File: src/rtl/pc_fetch_unit.sv
// Program-counter fetch unit: BOOT/RUN sequencing, redirects, sequential advance,
// and an optional return-address stack enabled by the macro PC_FETCH_RAS_EN.
module pc_fetch_unit #(
    parameter int               WIDTH        = 32,
    parameter logic [WIDTH-1:0] RESET_VECTOR = '0,
    parameter int               STEP         = 4,
    parameter int               RAS_DEPTH    = 4
) (
    input  logic             clk,
    input  logic             rst_n,
    input  logic             enable,
    input  logic             imem_ready,
    input  logic             redirect_valid,
    input  logic [WIDTH-1:0] redirect_target,
    input  logic             call,
    input  logic             ret,
    output logic [WIDTH-1:0] pc_out,
    output logic             pc_valid,
    output logic             ras_empty,
    output logic             ras_full,
    output logic             ras_underflow,
    output logic             dbg_state
);

    // Handshake: an address is taken only when pc_valid and imem_ready are both
    // high and the active-low enable is 0 in the same cycle (fire).

    typedef enum logic {
        BOOT = 1'b0,
        RUN  = 1'b1
    } state_t;

    localparam logic [WIDTH-1:0] STEP_W     = WIDTH'(STEP);
    localparam logic [WIDTH-1:0] ALIGN_MASK = ~(STEP_W - WIDTH'(1));

    state_t           state_q, state_d;
    logic [WIDTH-1:0] pc_q, pc_d;
    logic [WIDTH-1:0] seq_pc;
    logic [WIDTH-1:0] redir_pc;
    logic             fire;

    assign pc_valid  = (state_q == RUN);
    assign dbg_state = state_q;
    assign pc_out    = pc_q;
    assign fire      = pc_valid & imem_ready & ~enable;
    assign seq_pc    = pc_q + STEP_W;
    assign redir_pc  = redirect_target & ALIGN_MASK;

    // A redirect during BOOT lands in RUN as well, which the unconditional
    // BOOT->RUN transition already provides.
    always_comb begin
        state_d = state_q;
        case (state_q)
            BOOT:    state_d = RUN;
            RUN:     state_d = RUN;
            default: state_d = BOOT;
        endcase
    end

    always_ff @(posedge clk or negedge rst_n) begin
        if (!rst_n) begin
            state_q <= BOOT;
            pc_q    <= RESET_VECTOR;
        end else begin
            state_q <= state_d;
            pc_q    <= pc_d;
        end
    end

`ifdef PC_FETCH_RAS_EN
    localparam int PTR_W = (RAS_DEPTH > 1) ? $clog2(RAS_DEPTH) : 1;
    localparam int CNT_W = $clog2(RAS_DEPTH + 1);

    logic [WIDTH-1:0] ras_mem_q [RAS_DEPTH];
    logic [PTR_W-1:0] top_q, top_d, top_inc, top_dec, wr_ptr;
    logic [CNT_W-1:0] cnt_q, cnt_d;
    logic             uf_q, uf_d;
    logic             stk_empty, stk_full;
    logic             op_push, op_pop, wr_en;
    logic [WIDTH-1:0] ras_top;

    assign stk_empty = (cnt_q == '0);
    assign stk_full  = (cnt_q == CNT_W'(RAS_DEPTH));
    assign op_push   = fire & ~redirect_valid & call;
    assign op_pop    = fire & ~redirect_valid & ret & ~stk_empty;
    assign top_inc   = (top_q == PTR_W'(RAS_DEPTH - 1)) ? '0 : top_q + PTR_W'(1);
    assign top_dec   = (top_q == '0) ? PTR_W'(RAS_DEPTH - 1) : top_q - PTR_W'(1);
    assign ras_top   = ras_mem_q[top_q];

    // Circular storage: a push onto a full stack advances over the oldest slot.
    always_comb begin
        top_d  = top_q;
        cnt_d  = cnt_q;
        wr_en  = 1'b0;
        wr_ptr = top_q;
        uf_d   = fire & ~redirect_valid & ret & stk_empty;
        if (op_push && op_pop) begin
            wr_en  = 1'b1;
            wr_ptr = top_q;
        end else if (op_pop) begin
            top_d = top_dec;
            cnt_d = cnt_q - CNT_W'(1);
        end else if (op_push) begin
            wr_en  = 1'b1;
            wr_ptr = top_inc;
            top_d  = top_inc;
            if (!stk_full) begin
                cnt_d = cnt_q + CNT_W'(1);
            end
        end
    end

    always_comb begin
        pc_d = pc_q;
        if (redirect_valid) begin
            pc_d = redir_pc;
        end else if (op_pop) begin
            pc_d = ras_top;
        end else if (fire) begin
            pc_d = seq_pc;
        end
    end

    always_ff @(posedge clk or negedge rst_n) begin
        if (!rst_n) begin
            top_q <= PTR_W'(RAS_DEPTH - 1);
            cnt_q <= '0;
            uf_q  <= 1'b0;
        end else begin
            top_q <= top_d;
            cnt_q <= cnt_d;
            uf_q  <= uf_d;
        end
    end

    // Entry contents need no reset: a zero count makes them unreachable.
    always_ff @(posedge clk) begin
        if (wr_en) begin
            ras_mem_q[wr_ptr] <= seq_pc;
        end
    end

    assign ras_empty     = stk_empty;
    assign ras_full      = stk_full;
    assign ras_underflow = uf_q;
`else
    logic unused_ras_inputs;

    always_comb begin
        pc_d = pc_q;
        if (redirect_valid) begin
            pc_d = redir_pc;
        end else if (fire) begin
            pc_d = seq_pc;
        end
    end

    assign unused_ras_inputs = &{1'b0, call, ret, (RAS_DEPTH > 1)};
    assign ras_empty         = 1'b1;
    assign ras_full          = 1'b0;
    assign ras_underflow     = 1'b0;
`endif

endmodule

File: config.mk
export PLATFORM = sky130hd
export DESIGN_NAME = pc_fetch_unit
export DESIGN_NICKNAME = d
export VERILOG_FILES = /design/src/rtl/pc_fetch_unit.sv
export SDC_FILE = /design/constraint.sdc
export NUM_CORES = 1
export LEC_CHECK = 0
export BUFFER_PORTS_ARGS = -buffer_cell sky130_fd_sc_hd__buf_2
export CORE_MARGIN = 2
export CORE_UTILIZATION = 52
export DETAILED_ROUTE_END_ITERATION = 8
export GPL_ROUTABILITY_DRIVEN = 0
export GPL_TIMING_DRIVEN = 0
export PLACE_DENSITY = 0.93
export SYNTH_ARGS = -nofsm -noshare
export SYNTH_HDL_FRONTEND = slang
export SYNTH_SLANG_ARGS = --single-unit
File: constraint.sdc
create_clock -name clk -period 5.55 [get_ports clk]
set_input_delay 0.8325 -clock clk [delete_from_list [all_inputs] [get_ports clk]]
set_output_delay 0.8325 -clock clk [all_outputs]
set_load 0.02 [all_outputs]
# --- Yosys cells after proc, flatten, opt, wreduce, memory -nomap -nowiden ---
# Index checks and enable logic that the tools add are counted.
totals:
  regBits: 33
  output_inout_bits: 37
  elab_cells: 9
classes:
  n_addsub: 1
  mux: 2
  n_bitwise: 3
  reduce_logical: 1
ops:
  columns: ["op", "n"]
  rows:
  - ["$mux W32", 2]
  - ["$add A32 B3 Y32 const B", 1]
  - ["$and A1 B1 Y1", 2]
  - ["$reduce_bool A2 Y1", 1]
  - ["$not A1 Y1", 1]

# --- Longest topological paths before layout ---
# Gate-level depths: netlist (run 1).
depth:
  word_depth: 4
  ltp_mapped: 7

# --- Worst setup path after synthesis (run 1) ---
# No wires, ideal clock.
synth_timing:
  kind: "input port to flip-flop"
  start: "input port enable"
  end: "register pc_q[21] (netlist: pc_out[21])"
  setup_ns: 0.082
  arrival_ns: 2.166
  t_required_ns: 5.468
  slack_ns: 3.303
  cell_stages: 6
  cell_sequence: "and3b_1 clkbuf_1 nand2_1 clkbuf_1 or4_1 a31oi_1"
synth_between:
  elab_chain_len: 3
synth_rtl:
  columns: ["element", "line", "rtl"]
  rows:
  - ["from (decl)", "11", "input logic enable,"]
  - ["$not A1 Y1", "45", "assign fire = pc_valid & imem_ready & ~enable;"]
  - ["$and A1 B1 Y1", "45", null]
  - ["$reduce_bool A2 Y1 (no source line)", null, null]
  - ["to (signal assigned)", "66", "pc_q <= pc_d;"]
  - ["to (decl)", "37", "logic [WIDTH-1:0] pc_q, pc_d;"]
# Every way passes these cells.
# A chain may end at the register's enable or synchronous reset.

# --- Final worst setup path (run 1) ---
layout_timing:
  start: "register pc_q[9] (netlist: pc_out[9])"
  end: "register pc_q[21] (netlist: pc_out[21])"
layout_between:
  elab_chain_len: 3
layout_rtl:
  columns: ["element", "line", "rtl"]
  rows:
  - ["$add A32 B3 Y32", "46", "assign seq_pc = pc_q + STEP_W;"]
  - ["$mux W32", "153", "end else if (fire) begin"]
  - ["$mux W32", "151", "if (redirect_valid) begin"]
# Every way passes these cells. The select of a mux whose other input is x is not followed.

==> results of run 1 <==
## layer usage
metal / vias up / share of wire, % / GRT usage [%]
met5: - / 0 / 0
met4: 0 / 0.56 / 10.1
met3: 2 / 6.8 / 4.64
met2: 81 / 51 / 41.7
met1: 931 / 42 / 32.4
li1: 942 / - / -
## Yosys cell counts
cell | n | share of area (%)
or4_1 | 18 | 7.4
o31ai_1 | 13 | 5.3
conb_1 | 2 | 0.41
mux2i_1 | 1 | 0.55
o211ai_1 | 4 | 1.6
nand4_1 | 11 | 3.8
and2_1 | 1 | 0.34
nand2_1 | 22 | 4.5
nand3_1 | 15 | 4.1
xnor2_1 | 3 | 1.4
and3b_1 | 1 | 0.48
xor2_1 | 6 | 2.9
nor2_1 | 16 | 3.3
buf_2 | 1 | 0.27
inv_1 | 1 | 0.20
a22oi_1 | 1 | 0.41
buf_6 | 1 | 0.61
o21ai_0 | 13 | 3.5
ha_1 | 1 | 0.68
buf_4 | 6 | 2.5
and4_1 | 4 | 1.9
clkbuf_1 | 12 | 2.5
nor2b_1 | 1 | 0.34
nand4b_1 | 1 | 0.48
a31oi_1 | 15 | 5.1
and3_1 | 3 | 1.0
dfrtp_1 | 31 | 42
or3_1 | 4 | 1.4
clkinv_1 | 1 | 0.20
and4b_1 | 1 | 0.55
## flip-flops by register name, summed over array words and instances (netlist names)
name	count
pc_out	30
dbg_state	1
## through the flow
| step | hold WS [ns] | utilization, % | std cells | setup slack [ns] | power [mW] |
|---|---|---|---|---|---|
| global placement | 0.556 | 66.5 | 326 | 2.95 | 0.400 |
| floorplan | 0.537 | - | 214 | 3.30 | 0.350 |
| finish | 0.530 | 68.0 | 334 | 3.19 | 0.527 |
| CTS | 0.553 | 68.0 | 334 | 3.23 | 0.528 |
| detailed placement | 0.564 | 66.5 | 326 | 2.92 | 0.405 |
| global route | 0.580 | 68.0 | 334 | 3.00 | 0.558 |
## logic make-up (layout without fill, tap and decap cells)
kind of cell,Yosys count,in the layout,share of synthesized area (%)
AOI/OAI and AO/OA,46,46,16.0
and+or+nand+nor,98,98,29.5
xor gates and xnor gates,9,9,4.30
muxes,1,1,0.546
adders and majority gates,1,1,0.682
buffers and inverters,22,96,6.21
DFF,31,31,42.3
other,2,6,0.410
## power breakdown
part | internal [mW] | total (mW) | switching, mW
registers | 0.246 | 0.276 | 0.0292
clock network | 0.0493 | 0.126 | 0.0766
logic | 0.0484 | 0.125 | 0.0768
total | 0.344 | 0.527 | 0.183
## cells in the final DEF (no fill, tap or decap), types with 13 or more instances in the layout
| cell type | count |
|---|---|
| o31ai_1 | 13 |
| or4_1 | 18 |
| nand2_1 | 22 |
| a31oi_1 | 15 |
| buf_2 | 67 |
| nand3_1 | 15 |
| clkbuf_1 | 14 |
| nor2_1 | 16 |
| dfrtp_1 | 31 |
| o21ai_0 | 13 |
## worst register-to-register path: stages (launching register included)
cell and delay, ns:
dfrtp_1 0.48, nand4_1 0.19, or4_1 0.53, buf_2 0.19
buf_6 0.15, clkbuf_1 0.23, o31ai_1 0.31, a31oi_1 0.14
## final cells by class
type | count | area (um2)
sequential | 31 | 776
tap | 46 | 57.6
inverter | 2 | 7.51
fill | 324 | 1080
clock inverter | 1 | 5.00
timing repair buffer | 66 | 330
clock buffer | 7 | 45.0
multi-input combinational | 161 | 958
buffer | 20 | 106
## worst max-delay path by stage
stage	startpoint	endpoint	cells after the start
floorplan	enable	pc_out[21]	6
finish	pc_out[9]	pc_out[21]	7
detailed placement	enable	pc_out[21]	7
global route	pc_out[9]	pc_out[21]	7
global placement	enable	pc_out[21]	7
CTS	pc_out[9]	pc_out[21]	7
==> flow_summary_export.csv, run 1 <==
group,metric,value,unit
setup_path,cp_cell_sequence,"nand4_1 > or4_1 > buf_2 > buf_6 > clkbuf_1 > o31ai_1 > a31oi_1",
setup_path,rr_worst_depth,7,
final_layout,layout.nets,327,
setup_path,cp_max_fo,10,
die,core_area,3360,um2
sta,drv_slew,0,
die,initial_core_util,54.5,%
sta,final-hold-violation-count,0,
route,detail_route.wl_per_cell,14.5,um
yosys,synth_seq_area_share,42.3,%
grt,first_global_vias,1796,
clock_tree,clk_pin_slew,0.10,ns
setup_path,critPathTopFamily,"simple AND/OR/NAND/NOR gates",
setup_path,start_kind,"flip-flop",
place,hpwl,3540,um
clock_tree,htreeDepth,2,
setup_path,critPathMaxStageDelay,0.53,ns
final_layout,drive_above_1_share,27.8,%
sta,setup_viol,0,
clock_tree,post_cts_buffers,0,
sta,max_slew.worst_pin.slew,0.689,ns
clock_tree,clock_latency,0.34,ns
route,ant_nets,0,
setup_path,end_kind,"flip-flop",
route,via_per_inst,5.86,
job,max_cap_violations,0,
setup_path,r2r-start,"pc_out[9]",
sta,fin_setup_tns,0,ns
setup_path,reg2reg_to,"pc_out[21]",
route,first_pass_iters,4,
grt,grt.total_usage,25.2,%
place,numPortBuffers,66,
route,drt_iter0_drc,147,
sta,rsz0062_at_grt,"no",
sta,fin_crit_sh,42.5,%
final_layout,areaGrowthSynthToFinish,24.7,%
final_layout,fin_area,2290,um2
yosys,netlist_instances,210,
outcome,status,"finished clean",
power,p_per_area,230,nW/um2
clock_tree,numCtsBuffers,5,
sta,finClkSkew,0.0112,ns
grt,grt_max_degree,32,
sta,slew_headroom,54.1,%
clock_tree,cts_resized,0,
worst_hold_path,min_path_type,"in2async",
power,p_leak,0.976,nW
final_layout,diodes,0,
die,die_x,63.4,um
power,max-vdd-ir-drop,0.119,mV
route,drc_errors,0,
grt,overflow,0,
place,postPlaceCellArea,2240,um2
sta,max_freq,0.424,GHz
setup_path,critPathKind,"reg2reg",
clock_tree,cts_tree,"built",
yosys,synth_area_per_cell,8.73,um2
setup_path,crit_required,5.73,ns
yosys,synth_area,1830,um2
setup_path,path_buf_inv,3,
die,dieArea,4020,um2
grt,antenna_found_initial,0,
setup_path,slowest_stage,"or4_1",
yosys,ys_ff_latch,31,
clock_tree,hold_buffers,0,
setup_path,cp.arrival,2.54,ns
route,num_vias,1956,
sta,period_minus_slack,2.36,ns
route,wl,4850,um
yosys,synth_cell_type_count,30,
die,rows,21,
setup_path,rrSetupSlack,3.19,ns
die,io_pins,76,
clock_tree,ctsRootBufferMaster,"clkbuf_4",
grt,grt_pass1_wl,8020,um
clock_tree,cts_sinks,31,
die,die_y,63.4,um
yosys,yosys_warnings,0,
clock_tree,cts.path.max_buffers,2,
Power figures use the tool's default switching activity.
==> run 2: changes to the inputs <==
--- a/config.mk
+++ b/config.mk
@@ -5,13 +5,14 @@
 export SDC_FILE = /design/constraint.sdc
 export NUM_CORES = 1
 export LEC_CHECK = 0
+export ABC_AREA = 1
 export BUFFER_PORTS_ARGS = -buffer_cell sky130_fd_sc_hd__buf_2
 export CORE_MARGIN = 2
-export CORE_UTILIZATION = 52
+export CORE_UTILIZATION = 46
 export DETAILED_ROUTE_END_ITERATION = 8
 export GPL_ROUTABILITY_DRIVEN = 0
 export GPL_TIMING_DRIVEN = 0
-export PLACE_DENSITY = 0.93
+export PLACE_DENSITY = 0.84
 export SYNTH_ARGS = -nofsm -noshare
 export SYNTH_HDL_FRONTEND = slang
 export SYNTH_SLANG_ARGS = --single-unit
==> constraint.sdc (replaced) <==
create_clock -name clk -period 2.1 [get_ports clk]
set_input_delay 0.315 -clock clk [delete_from_list [all_inputs] [get_ports clk]]
set_output_delay 0.315 -clock clk [all_outputs]
set_load 0.02 [all_outputs]
==> run 2 against run 1 <==
Compared with the run above:
- setup slack got worse by 2.7 ns
- critical path type unchanged
- via count increased by 22%
- final area increased by 19%
- clock skew decreased by 0.0037 ns
- core utilization decreased by 10 points
- clock power increased to 3.7 times the previous value
- first-iteration DRC count increased by 15%
- critical path depth increased by 1
- synthesized cell count increased by 59%
- area after synthesis increased by 21%
- sequential cell count unchanged
- highest routed layer unchanged
==> flow_summary_export.csv, run 2 <==
group,metric,value,unit
route,first_pass_iters,5,
die,core_area,4690,um2
clock_tree,cts.path.max_buffers,2,
clock_tree,cts_resized,0,
clock_tree,cts_sinks,31,
final_layout,final_cell_mix,"nand2_1 (118), buf_2 (67), nor2_1 (42)",
place,numPortBuffers,65,
yosys,post_synth_most_frequent_cells,"nand2_1 (118), nor2_1 (42), nand3_1 (35), dfrtp_1 (31), inv_1 (27)",
sta,max_freq,0.608,GHz
setup_path,critPathMaxStageDelay,0.41,ns
clock_tree,htreeDepth,2,
setup_path,slowest_stage,"dfrtp_1",
route,detail_route.wl_per_cell,13.2,um
die,die_y,73.5,um
power,p_leak,1.35,nW
setup_path,path_buf_inv,1,
place,hpwl,4640,um
final_layout,fin_util,57.8,%
die,dieArea,5400,um2
power,pwr-share-clk,28.2,%
job,max_cap_violations,0,
power,switching_share,36.3,%
final_layout,diodes,0,
setup_path,cp_max_fo,5,
final_layout,areaGrowthSynthToFinish,22.0,%
yosys,yosys_warnings,0,
worst_hold_path,min_path_type,"in2async",
yosys,synth_area,2220,um2
sta,period_minus_slack,1.64,ns
clock_tree,ctsRootBufferMaster,"clkbuf_8",
grt,antenna_found_initial,0,
power,p_seq_share,45.3,%
route,drc_errors,0,
grt,grt_max_degree,32,
sta,rsz0062_at_grt,"no",
final_layout,drive_above_1_share,25.3,%
route,num_vias,2393,
sta,slew_headroom,52.2,%
grt,grt_pass1_wl,9850,um
sta,final-hold-violation-count,0,
setup_path,end_kind,"flip-flop",
yosys,synth_seq_area_share,34.9,%
power,p_per_area,611,nW/um2
yosys,ys.flop_type,"dfrtp_1",
clock_tree,hold_buffers,0,
grt,overflow,0,
clock_tree,cts_tree,"built",
setup_path,start_kind,"flip-flop",
power,combPwrFrac,26.6,%
setup_path,critPathKind,"reg2reg",
clock_tree,numCtsBuffers,5,
setup_path,crit_required,2.27,ns
die,io_pins,76,
grt,grt.total_usage,23.7,%
sta,finClkSkew,0.00747,ns
final_layout,final_common_cell,"nand2_1",
die,die_x,73.5,um
die,initial_core_util,47.4,%
sta,max_slew.worst_pin.slew,0.717,ns
sta,fin_setup_tns,0,ns
final_layout,layout.nets,450,
clock_tree,post_cts_buffers,0,
setup_path,cp.arrival,1.82,ns
yosys,netlist_instances,334,
setup_path,critPathTopFamily,"simple AND/OR/NAND/NOR gates",
route,via_per_inst,5.15,
yosys,ys_ff_latch,31,
route,wl,6140,um
die,rows,25,
yosys,synth_enable_flop_cells,0,
sta,setup_viol,0,
sta,fin_crit_sh,78.3,%
sta,drv_slew,0,
route,drt_iter0_drc,169,
final_layout,largest_reg_flops,30,
route,ant_nets,0,
setup_path,cp_cell_sequence,"ha_1 > nand3_1 > nor2_1 > inv_1 > nor2_1 > nand3_1 > nand3_1 > nand3_1",
yosys,synthTopCellsByArea,"dfrtp_1 (35%), nand2_1 (20%), nand3_1 (7.9%)",
final_layout,nFillCells,440,
clock_tree,clock_latency,0.29,ns
power,p_int,1.06,mW
outcome,status,"finished clean",
setup_path,crit_top_cell,"nand3_1",
power,max-vdd-ir-drop,0.389,mV
yosys,yosys.area.top_type,"dfrtp_1",
clock_tree,clk_pin_slew,0.07,ns
power,total_power,1.66,mW
yosys,synthArstFlopShare,100,%
yosys,synth.most_common_cell,"nand2_1",
grt,first_global_vias,2227,
yosys,yosys.area.top_type_share,34.9,%
power,p_switching,602,uW
yosys,synth_cell_type_count,29,
yosys,synth_area_per_cell,6.65,um2
run 2: cell types whose count changed after synthesis, moves of 7 or more:
cell,before,now
a21oi_1,0,7
a31oi_1,15,1
clkbuf_1,12,2
inv_1,1,27
nand2_1,22,118
nand2_2,0,7
nand3_1,15,35
nand4_1,11,1
nor2_1,16,42
o21ai_0,13,5
o21bai_1,0,8
o31ai_1,13,0
or4_1,18,0
run 2: per-stage QoR:
stage / worst slack, ns / cell area (um2) / std cells / hold slack [ns]
floorplan: 0.569 / 2240 / 338 / 0.0194
global placement: 0.561 / 2630 / 457 / 0.398
detailed placement: 0.507 / 2630 / 457 / 0.409
CTS: 0.486 / 2710 / 465 / 0.0981
global route: 0.354 / 2710 / 465 / 0.139
finish: 0.455 / 2710 / 465 / 0.0691
run 2: final cells by class:
cell class                      instances  area, um2  area share, %
Multi-Input combinational cell        264       1260           46.6
Clock inverter                          1       5.00          0.185
Timing Repair Buffer                   65        325           12.0
Inverter                               30        113           4.15
Sequential cell                        31        776           28.6
Buffer                                 13       85.1           3.14
Tap cell                               54       67.6           2.49
Clock buffer                            7       76.3           2.81
run 2: kinds of logic (layout without fill, tap and decap cells):
| kind of cell | Yosys count | count (layout) | share of synthesized area [%] |
|---|---|---|---|
| DFF | 31 | 31 | 34.9 |
| xor gates and xnor gates | 13 | 13 | 5.12 |
| AOI/OAI and AO/OA | 26 | 26 | 7.49 |
| buffers and inverters | 43 | 116 | 8.90 |
| adders and majority gates | 1 | 1 | 0.563 |
| and+or+nand+nor | 218 | 218 | 42.7 |
| other | 2 | 6 | 0.338 |
run 2: path summary, 6_finish.rpt:
path | startpoint | end | slack, ns | depth (start not counted)
min | rst_n | pc_out[2] | 0.07 | 1
min in group clk | redirect_target[25] | pc_out[25] | 0.24 | 3
max | pc_out[2] | pc_out[24] | 0.46 | 8
max in group asynchronous | rst_n | pc_out[26] | 1.56 | 1
min reg2reg | pc_out[31] | pc_out[31] | 0.56 | 2
max reg2reg | pc_out[2] | pc_out[24] | 0.46 | 8
run 2: power by group through the flow:
| stage | clock (mW) | combinational [mW] | sequential [mW] |
|---|---|---|---|
| final | 0.467 | 0.441 | 0.750 |
| after global routing | 0.487 | 0.487 | 0.760 |
| after CTS | 0.463 | 0.440 | 0.748 |
| after detailed placement | 0 | 0.439 | 0.758 |
| after global placement | 0 | 0.426 | 0.755 |
| after floorplan | 0 | 0.211 | 0.818 |
run 2: routing by layer:
metal,part of all wire [%],track usage [%],vias up
li1,-,-,1189
met1,44,30.4,1085
met2,46,39.3,106
met3,7.3,3.98,13
met4,2.4,10.1,0
met5,0,0,-
run 2: worst reg2reg max path, cell delays in order (launching register included):
cell     delay (ns)
dfrtp_1        0.41
ha_1           0.21
nand3_1        0.16
nor2_1         0.22
inv_1          0.09
nor2_1         0.18
nand3_1        0.10
nand3_1        0.09
nand3_1        0.06
==> run 3: changes to the inputs <==
--- a/config.mk
+++ b/config.mk
@@ -8,11 +8,11 @@
 export ABC_AREA = 1
 export BUFFER_PORTS_ARGS = -buffer_cell sky130_fd_sc_hd__buf_2
 export CORE_MARGIN = 2
-export CORE_UTILIZATION = 46
+export CORE_UTILIZATION = 51
 export DETAILED_ROUTE_END_ITERATION = 8
 export GPL_ROUTABILITY_DRIVEN = 0
 export GPL_TIMING_DRIVEN = 0
-export PLACE_DENSITY = 0.84
+export PLACE_DENSITY = 0.88
 export SYNTH_ARGS = -nofsm -noshare
 export SYNTH_HDL_FRONTEND = slang
 export SYNTH_SLANG_ARGS = --single-unit
==> constraint.sdc (replaced) <==
create_clock -name clk -period 1.7 [get_ports clk]
set_input_delay 0.255 -clock clk [delete_from_list [all_inputs] [get_ports clk]]
set_output_delay 0.255 -clock clk [all_outputs]
set_load 0.02 [all_outputs]
==> run 3 against run 2 <==
Compared with the run above:
- clock power increased by 41%
- sequential cell count unchanged
- register-to-register slack got worse by 0.36 ns
- power increased by 28%
- routed wire length decreased by 2.8%
- sequential power increased by 23%
- cell count decreased by 0.22%
- first-iteration DRC count decreased by 5.9%
- non-clock buffer count increased by 1
==> flow_summary_export.csv, run 3 (same netlist as run 2, synthesis figures left out) <==
group,metric,value,unit
outcome,status,"finished clean",
clock_tree,numCtsBuffers,5,
job,max_cap_violations,0,
final_layout,final_common_cell,"nand2_1",
setup_path,cp.arrival,1.78,ns
setup_path,rrSetupSlack,0.1,ns
final_layout,largest_reg_flops,30,
power,max-vdd-ir-drop,0.493,mV
clock_tree,cts.path.max_buffers,2,
sta,drv_slew,0,
die,dieArea,4900,um2
clock_tree,htreeDepth,2,
setup_path,critPathKind,"reg2reg",
sta,fin_setup_tns,0,ns
power,p_switching,742,uW
route,drc_errors,0,
grt,overflow,0,
die,die_y,70.0,um
sta,max_freq,0.623,GHz
die,rows,24,
place,numPortBuffers,65,
final_layout,areaGrowthSynthToFinish,23.6,%
sta,finClkSkew,0.00850,ns
final_layout,diodes,0,
sta,final-hold-violation-count,0,
power,p_seq_share,43.5,%
clock_tree,ctsRootBufferMaster,"clkbuf_8",
power,p_per_area,775,nW/um2
sta,max_slew.worst_pin.slew,0.713,ns
die,die_x,70.0,um
route,via_per_inst,5.19,
grt,first_global_vias,2233,
die,io_pins,76,
grt,grt_pass1_wl,10000,um
grt,antenna_found_initial,0,
final_layout,drive_above_1_share,26.2,%
route,drt_iter0_drc,159,
final_layout,layout.nets,451,
worst_hold_path,min_path_type,"in2async",
power,p_leak,1.36,nW
setup_path,crit_required,1.87,ns
clock_tree,hold_buffers,0,
route,ant_nets,0,
route,num_vias,2406,
route,wl,5970,um
power,p_int,1.39,mW
clock_tree,clk_pin_slew,0.07,ns
sta,fin_crit_sh,94.4,%
clock_tree,cts_sinks,31,
place,hpwl,4430,um
power,combPwrFrac,25.5,%
sta,rsz0062_at_grt,"no",
grt,grt.total_usage,25.9,%
final_layout,final_cell_mix,"nand2_1 (118), buf_2 (67), nor2_1 (41)",
setup_path,cp_max_fo,5,
power,total_power,2.13,mW
route,first_pass_iters,5,
clock_tree,clock_latency,0.29,ns
final_layout,nFillCells,381,
sta,setup_viol,0,
clock_tree,cts_tree,"built",
sta,period_minus_slack,1.60,ns
route,detail_route.wl_per_cell,12.9,um
die,initial_core_util,52.1,%
grt,grt_max_degree,32,
power,pwr-share-clk,31.0,%
setup_path,start_kind,"flip-flop",
sta,slew_headroom,52.4,%
die,core_area,4260,um2
setup_path,end_kind,"flip-flop",
power,switching_share,34.8,%
run 3: cell type report:
cell class	count	area [um2]	area share, %
plain buffers	13	85.1	3.10
multi-input cells	264	1280	46.4
repair buffers	66	333	12.1
inverters	30	113	4.10
flip-flops and latches	31	776	28.2
well taps	52	65.1	2.37
clock buffers	8	100	3.64
run 3: worst paths after layout:
path / cells after the start / endpoint / startpoint
worst min register to register: 2 / pc_out[31] / pc_out[31]
max in group asynchronous: 1 / pc_out[26] / rst_n
min in group clk: 3 / pc_out[30] / redirect_target[30]
worst max register to register: 8 / pc_out[26] / pc_out[2]
worst min-delay path: 1 / pc_out[5] / rst_n
worst max-delay path: 8 / pc_out[26] / pc_out[2]
run 3: power groups by stage:
stage | sequential (mW) | clock [mW] | combinational, mW
6_report | 0.926 | 0.659 | 0.544
3_5_place_dp | 0.935 | 0 | 0.539
2_1_floorplan | 1.01 | 0 | 0.261
3_3_place_gp | 0.932 | 0 | 0.525
5_1_grt | 0.940 | 0.705 | 0.603
4_1_cts | 0.922 | 0.664 | 0.542
run 3: layer usage:
metal / share of wire, % / wire (um) / vias up / global-route usage (%)
met3: 8.2 / 491 / 5 / 6.35
met5: 0 / 0 / - / 0
li1: - / - / 1185 / -
met2: 47 / 2820 / 101 / 42.8
met1: 43 / 2590 / 1115 / 33.8
met4: 1.1 / 68 / 0 / 7.69
run 3: timing repair:
action                     in CTS  in global routing
gates resized for setup         0                  3
hold endpoints to repair        0                  0
setup endpoints to repair       0                  3
setup buffers                   0                  1
run 3: per-stage QoR:
| stage | instance area, um2 | util, % | setup WS (ns) | cells | hold slack, ns |
|---|---|---|---|---|---|
| floorplan | 2240 | - | 0.169 | 338 | -0.0406 |
| detailed placement | 2630 | 61.6 | 0.131 | 455 | 0.346 |
| CTS | 2730 | 64.0 | 0.116 | 463 | 0.0329 |
| global route | 2750 | 64.4 | 0.0188 | 464 | 0.0680 |
| global placement | 2630 | 61.6 | 0.165 | 455 | 0.338 |
| finish | 2750 | 64.4 | 0.0959 | 464 | 0.00753 |
run 3: worst max-delay path, stage by stage (launching register included):
cell and delay (ns):
dfrtp_1 0.40, ha_1 0.24, nand3_2 0.13, inv_1 0.10
nand2_2 0.13, nor2_2 0.21, nand3_1 0.11, nand3_1 0.10
nand3_1 0.07
